`src/rtl/key_db_pkg.sv`:
```
// Shared types and width helpers for the key debouncer: hold-FSM state
// encoding and the $clog2-based counter sizing used by every channel.
package key_db_pkg;

   typedef enum logic [1:0] {
      ST_IDLE,
      ST_HOLD,
      ST_REPEAT
   } hold_state_t;

   localparam int unsigned MIN_CNT_W = 1;

   // Width of a counter that must hold values 0..n-1, never narrower than one bit.
   function automatic int unsigned cnt_width(input int unsigned n);
      int unsigned w;
      w = $clog2(n);
      return (w < MIN_CNT_W) ? MIN_CNT_W : w;
   endfunction

endpackage

```
`src/rtl/key_db_chan.sv`:
```
// One key channel: two-flop synchronizer, stability counter that accepts a
// level change after DB_CYCLES differing cycles, and the long-press/repeat FSM.
module key_db_chan
   import key_db_pkg::*;
#(
   parameter int unsigned DB_CYCLES  = 262144,
   parameter int unsigned LP_CYCLES  = 33554432,
   parameter int unsigned RP_CYCLES  = 4194304,
   parameter int unsigned REPEAT_EN  = 1,
   parameter int unsigned ACTIVE_LOW = 1
)(
   input  logic cp,
   input  logic rst,
   input  logic key,
   output logic key_level,
   output logic key_press,
   output logic key_release,
   output logic key_long,
   output logic key_repeat
);

   localparam int unsigned DB_W   = cnt_width(DB_CYCLES);
   localparam int unsigned HOLD_W = cnt_width(LP_CYCLES + 1);
   localparam int unsigned REP_W  = cnt_width(RP_CYCLES);

   localparam logic [DB_W-1:0]   DB_LAST   = DB_W'(DB_CYCLES - 1);
   localparam logic [HOLD_W-1:0] HOLD_LAST = HOLD_W'(LP_CYCLES - 1);
   localparam logic [HOLD_W-1:0] HOLD_SAT  = HOLD_W'(LP_CYCLES);
   localparam logic [REP_W-1:0]  REP_LAST  = REP_W'(RP_CYCLES - 1);

   localparam logic RELEASED_RAW = (ACTIVE_LOW != 0);

   logic              sync_meta;
   logic              sync_out;
   logic [DB_W-1:0]   db_cnt;
   logic [HOLD_W-1:0] hold_cnt;
   logic [REP_W-1:0]  rep_cnt;
   hold_state_t       state;

   logic pressed;
   logic differs;
   logic accept;

   assign pressed = sync_out ^ RELEASED_RAW;
   assign differs = (pressed != key_level);
   assign accept  = differs && (db_cnt == DB_LAST);

   // An accepted release outranks the hold FSM, so a long or repeat pulse
   // falling on the release edge is dropped.
   always_ff @(posedge cp) begin
      if (!rst) begin
         sync_meta   <= RELEASED_RAW;
         sync_out    <= RELEASED_RAW;
         db_cnt      <= '0;
         hold_cnt    <= '0;
         rep_cnt     <= '0;
         state       <= ST_IDLE;
         key_level   <= 1'b0;
         key_press   <= 1'b0;
         key_release <= 1'b0;
         key_long    <= 1'b0;
         key_repeat  <= 1'b0;
      end else begin
         sync_meta   <= key;
         sync_out    <= sync_meta;
         key_press   <= 1'b0;
         key_release <= 1'b0;
         key_long    <= 1'b0;
         key_repeat  <= 1'b0;

         if (!differs) begin
            db_cnt <= '0;
         end else if (accept) begin
            db_cnt      <= '0;
            key_level   <= pressed;
            key_press   <= pressed;
            key_release <= !pressed;
         end else begin
            db_cnt <= db_cnt + 1'b1;
         end

         if (accept) begin
            hold_cnt <= '0;
            rep_cnt  <= '0;
            state    <= pressed ? ST_HOLD : ST_IDLE;
         end else begin
            case (state)
               ST_HOLD: begin
                  if (hold_cnt == HOLD_LAST) begin
                     key_long <= 1'b1;
                     hold_cnt <= HOLD_SAT;
                     if (REPEAT_EN != 0) begin
                        state   <= ST_REPEAT;
                        rep_cnt <= '0;
                     end
                  end else if (hold_cnt != HOLD_SAT) begin
                     hold_cnt <= hold_cnt + 1'b1;
                  end
               end
               ST_REPEAT: begin
                  if (rep_cnt == REP_LAST) begin
                     key_repeat <= 1'b1;
                     rep_cnt    <= '0;
                  end else begin
                     rep_cnt <= rep_cnt + 1'b1;
                  end
               end
               default: begin
                  hold_cnt <= '0;
                  rep_cnt  <= '0;
               end
            endcase
         end
      end
   end

endmodule

```
`src/rtl/key_debounce_n.sv`:
```
// N-channel key debouncer with press/release, long-press and auto-repeat
// pulses; every channel is an independent key_db_chan.
module key_debounce_n
   import key_db_pkg::*;
#(
   parameter int unsigned N          = 7,
   parameter int unsigned DB_CYCLES  = 262144,
   parameter int unsigned LP_CYCLES  = 33554432,
   parameter int unsigned RP_CYCLES  = 4194304,
   parameter int unsigned REPEAT_EN  = 1,
   parameter int unsigned ACTIVE_LOW = 1
)(
   input  logic         cp,
   input  logic         rst,
   input  logic [N-1:0] key,
   output logic [N-1:0] key_level,
   output logic [N-1:0] key_press,
   output logic [N-1:0] key_release,
   output logic [N-1:0] key_long,
   output logic [N-1:0] key_repeat
);

   for (genvar i = 0; i < N; i++) begin : g_chan
      key_db_chan #(
         .DB_CYCLES  (DB_CYCLES),
         .LP_CYCLES  (LP_CYCLES),
         .RP_CYCLES  (RP_CYCLES),
         .REPEAT_EN  (REPEAT_EN),
         .ACTIVE_LOW (ACTIVE_LOW)
      ) u_chan (
         .cp          (cp),
         .rst         (rst),
         .key         (key[i]),
         .key_level   (key_level[i]),
         .key_press   (key_press[i]),
         .key_release (key_release[i]),
         .key_long    (key_long[i]),
         .key_repeat  (key_repeat[i])
      );
   end

endmodule

```
`config.mk`:
```
export PLATFORM = sky130hd
export DESIGN_NAME = key_debounce_n
export DESIGN_NICKNAME = d
export VERILOG_FILES = /design/src/rtl/key_db_pkg.sv /design/src/rtl/key_db_chan.sv /design/src/rtl/key_debounce_n.sv
export SDC_FILE = /design/constraint.sdc
export NUM_CORES = 1
export LEC_CHECK = 0
export ABC_CLOCK_PERIOD_IN_PS = 3150
export CORE_MARGIN = 1.5
export CORE_UTILIZATION = 60
export DETAILED_ROUTE_END_ITERATION = 10
export PLACE_DENSITY = 0.86
export SETUP_SLACK_MARGIN = 0.3
export SLEW_MARGIN = 30
export SYNTH_ARGS = -nofsm -noshare
export SYNTH_HDL_FRONTEND = slang
export SYNTH_SLANG_ARGS = --single-unit
```
`constraint.sdc`:
```
create_clock -name cp -period 3.15 [get_ports cp]
set_input_delay 0.945 -clock cp [delete_from_list [all_inputs] [get_ports cp]]
set_output_delay 0.945 -clock cp [all_outputs]
set_load 0.01 [all_outputs]
```
==> run metrics <==
status completed; final setup violation count 0; GRT overflow 0; min setup slack post-route 0.502 ns; Post-Synth Adder-Cell Area under 10%; fraction of registers with async set/reset 0%; setup_tns 0 ns; Post-Place Setup Slack 0.407 ns; Crit. End Element flop; Final Instance Area 0.0277 mm²; top routing layer in use met4; post-synthesis simple-gate area fraction between 30% and 40%; mapped cell area roughly 0.025 mm²; post-synthesis compound-gate area fraction 14.6%; RSZ-0062 raised after global routing false; Post-Synthesis Cells 3,098; fin crit share 84.1%; max cap viols 0; startpoint types flop; DRT iter0 DRCs ~1,800; Max-slew headroom between 40% and 50%; Core ar. between 0.04 and 0.05 mm²; clk slew on worst S/H paths around 0.06 ns; WL final 57,700 µm; CP max FO 16; xor and xnor fraction of the mapped netlist area 7.32%; Vias 22,900; die area ~0.043 mm²; number of top-level pins 44; first-pass GRT wire length 97,000 µm; CP max stage cell o41a_1; DRC Markers 0; routed len/inst 15.7 µm; mux contribution to synthesized area 0.0398%; # diodes 0; fillers about 3,300; VDD IR max ~0.00038 V; H-tree level count 2; WP data required around 3.6 ns; starting density of the core 61.1%; gpl congestion slightly above 0.9; Slew @ Worst Pin between 0.8 and 0.9 ns; drt via density ~6.3; Setup CP Type flop to flop; synth warn 0; FP Rows 74; Die Ht between 200 and 250 µm; largest family of logic cells by synthesized area simple AND/OR/NAND/NOR gates; met3 WL ~3300 µm; P_leak 8.78 nW; crit path DAT between 3 and 4 ns; Detailed Routing Iterations Pass 1 6; synth unique cells 72; vias in the first global route roughly 21,000; met2 wire length between 20,000 and 30,000 µm; WL met1 around 25,000 µm; Top FF cell, synth dfxtp_1; Clock Tree Buf Depth 3; min Tclk post-route 2.65 ns; sequential element share of the synthesized area 41.8%; clock sink count about 530; post-route ant nets 0; Peak Freq around 380 MHz; synth-to-layout area growth 10.3%; initial antenna violation count 1; layout cells sized above 1 about 5.8%; buffers added on ports 43; flop and latch count out of synthesis about 530; DP Wirelength around 38,000 µm; HP Class flop to flop; Post-synth EDFFs 0; Largest stage delay, worst path around 0.60 ns; largest net degree at the start of global routing 39; PwrDens approximately 480 mW/mm²; Slew Limit Fails 0; final net count 3,132; clock skew 0.0181 ns; CTS Buf Count 53; Die Wd between 200 and 250 µm; CTS tree built; post-placement cell area approximately 0.026 mm²; Clock Latency Late Sink about 0.6 ns; clk root buf clkbuf_16; post-CTS setup buffer count 0; crit path cell chain ha_1, nand3_1, or4_4, o41a_1, buf_4, a21o_1, a21oi_1, nor2_1; Hold Fails Final Rpt 0; Synth Area per Inst between 8 and 9 µm²; Tot GR Track Use 25.7%; Mapped Nets approximately 3,100
## sequential cells by signal (all words and copies together) (netlist names)
register and flops:
g_chan.u_chan.sync_out 7, g_chan.u_chan.rep_cnt 154, g_chan.u_chan.key_repeat 7, g_chan.u_chan.state 14, g_chan.u_chan.key_release 7, g_chan.u_chan.db_cnt 126, g_chan.u_chan.sync_meta 7, g_chan.u_chan.hold_cnt 182
g_chan.u_chan.key_press 7, g_chan.u_chan.key_long 7, g_chan.u_chan.key_level 7
## critical path: cells and delay by family (launching register included)
family | cells | cell delay (ns)
DFF | 1 | 0.41
buffers and inverters | 1 | 0.28
adders and majority gates | 1 | 0.25
and+or+nand+nor | 3 | 0.66
AOI/OAI and AO/OA | 3 | 0.91
## logic make-up after synthesis
group	after synthesis
buffers and inverters	201
and+or+nand+nor	1527
muxes	1
AOI/OAI and AO/OA	606
adders and majority gates	28
xor gates and xnor gates	210
DFF	525
## report_power, final
group	switching (mW)	internal, mW	total [mW]
registers	0.00730	6.65	6.66
logic	0.0966	0.0334	0.130
clock network	2.65	3.86	6.51
## placed cells by master (no fill, tap or decap), types with 47 or more instances in the layout
cell / Yosys / layout
buf_4: 36 / 47
xnor2_1: 99 / 99
inv_1: 51 / 51
or3_1: 67 / 67
nor2_1: 437 / 437
dfxtp_1: 525 / 525
xor2_1: 111 / 111
a21oi_1: 236 / 236
nand3_1: 179 / 179
nand2_1: 283 / 280
a31oi_1: 62 / 61
nor4_1: 70 / 69
o21ai_0: 126 / 122
and3_1: 64 / 64
clkbuf_16: 0 / 55
nand4_1: 135 / 135
nor3_1: 81 / 81
## metrics by stage
| stage | util [%] | hold WS [ns] | std cells | total power [mW] |
|---|---|---|---|---|
| 3_3_place_gp | 63.0 | 0.389 | 3572 | 6.93 |
| 4_1_cts | 67.3 | 0.406 | 3667 | 13.4 |
| 2_1_floorplan | - | 0.386 | 3098 | 6.88 |
| 3_5_place_dp | 63.0 | 0.394 | 3572 | 6.93 |
| 6_report | 67.4 | 0.402 | 3667 | 13.3 |
| 5_1_grt | 67.4 | 0.424 | 3667 | 13.7 |
## synthesized netlist by cell type (all sizes together) (11+ instances only)
library cell    n  area share, %
a211oi         12           0.36
nor2          438            6.6
a311oi         26           0.91
and3           64            1.6
nand2         283            4.2
a31oi          63            1.6
a31o           12           0.42
dfxtp         525             42
nand4b         19           0.66
nor3           81            1.6
nand4         137            3.5
nand3         179            3.6
o21ai         145            2.9
o21a           17           0.51
nand3b         23           0.69
a41oi          12           0.42
ha             28            1.4
a21o           17           0.51
and2           17           0.42
a21oi         236            4.7
clkbuf         85            1.3
inv            51           0.76
or4            19           0.60
buf            65            1.7
or3            67            1.7
and4           43            1.5
xor2          111            3.9
nor4           79            2.3
xnor2          99            3.5
nor2b          12           0.30
o211ai         11           0.33
nand2b         34           0.85
## final cells by class
type                       instances  area (µm²)  share of cell area, %
sequential                       525       10500                   37.9
tap                              532         666                   2.40
multi-input combinational       2372       13700                   49.5
clock inverter                    25         290                   1.05
timing repair buffer              92         818                   2.95
clock buffer                      70        1510                   5.46
inverter                          51         191                  0.691
## final timing paths
path / from / end / slack, ns / cells past startpoint
max: g_chan[5].u_chan.hold_cnt[1]$_SDFFE_PP0P_ / g_chan[5].u_chan.hold_cnt[22]$_SDFFE_PP0P_ / 0.50 / 8
min: g_chan[6].u_chan.sync_meta$_SDFF_PN1_ / g_chan[6].u_chan.sync_out$_SDFF_PN1_ / 0.40 / 1
max reg2reg: g_chan[5].u_chan.hold_cnt[1]$_SDFFE_PP0P_ / g_chan[5].u_chan.hold_cnt[22]$_SDFFE_PP0P_ / 0.50 / 8
min reg2reg: g_chan[6].u_chan.sync_meta$_SDFF_PN1_ / g_chan[6].u_chan.sync_out$_SDFF_PN1_ / 0.40 / 1
## metal layers
| layer | vias to the layer above | track usage, % |
|---|---|---|
| li1 | 11200 | - |
| met1 | 10900 | 32.6 |
| met2 | 740 | 44.7 |
| met3 | 111 | 3.80 |
| met4 | 0 | 8.91 |
| met5 | - | 0 |
## repair_timing
action / in CTS / in global routing
gates resized for setup: 0 / 4
endpoints found under the hold margin: 0 / 0
hold buffers: 0 / 0
endpoints found under the setup margin: 0 / 56
Power figures use the tool's default switching activity.
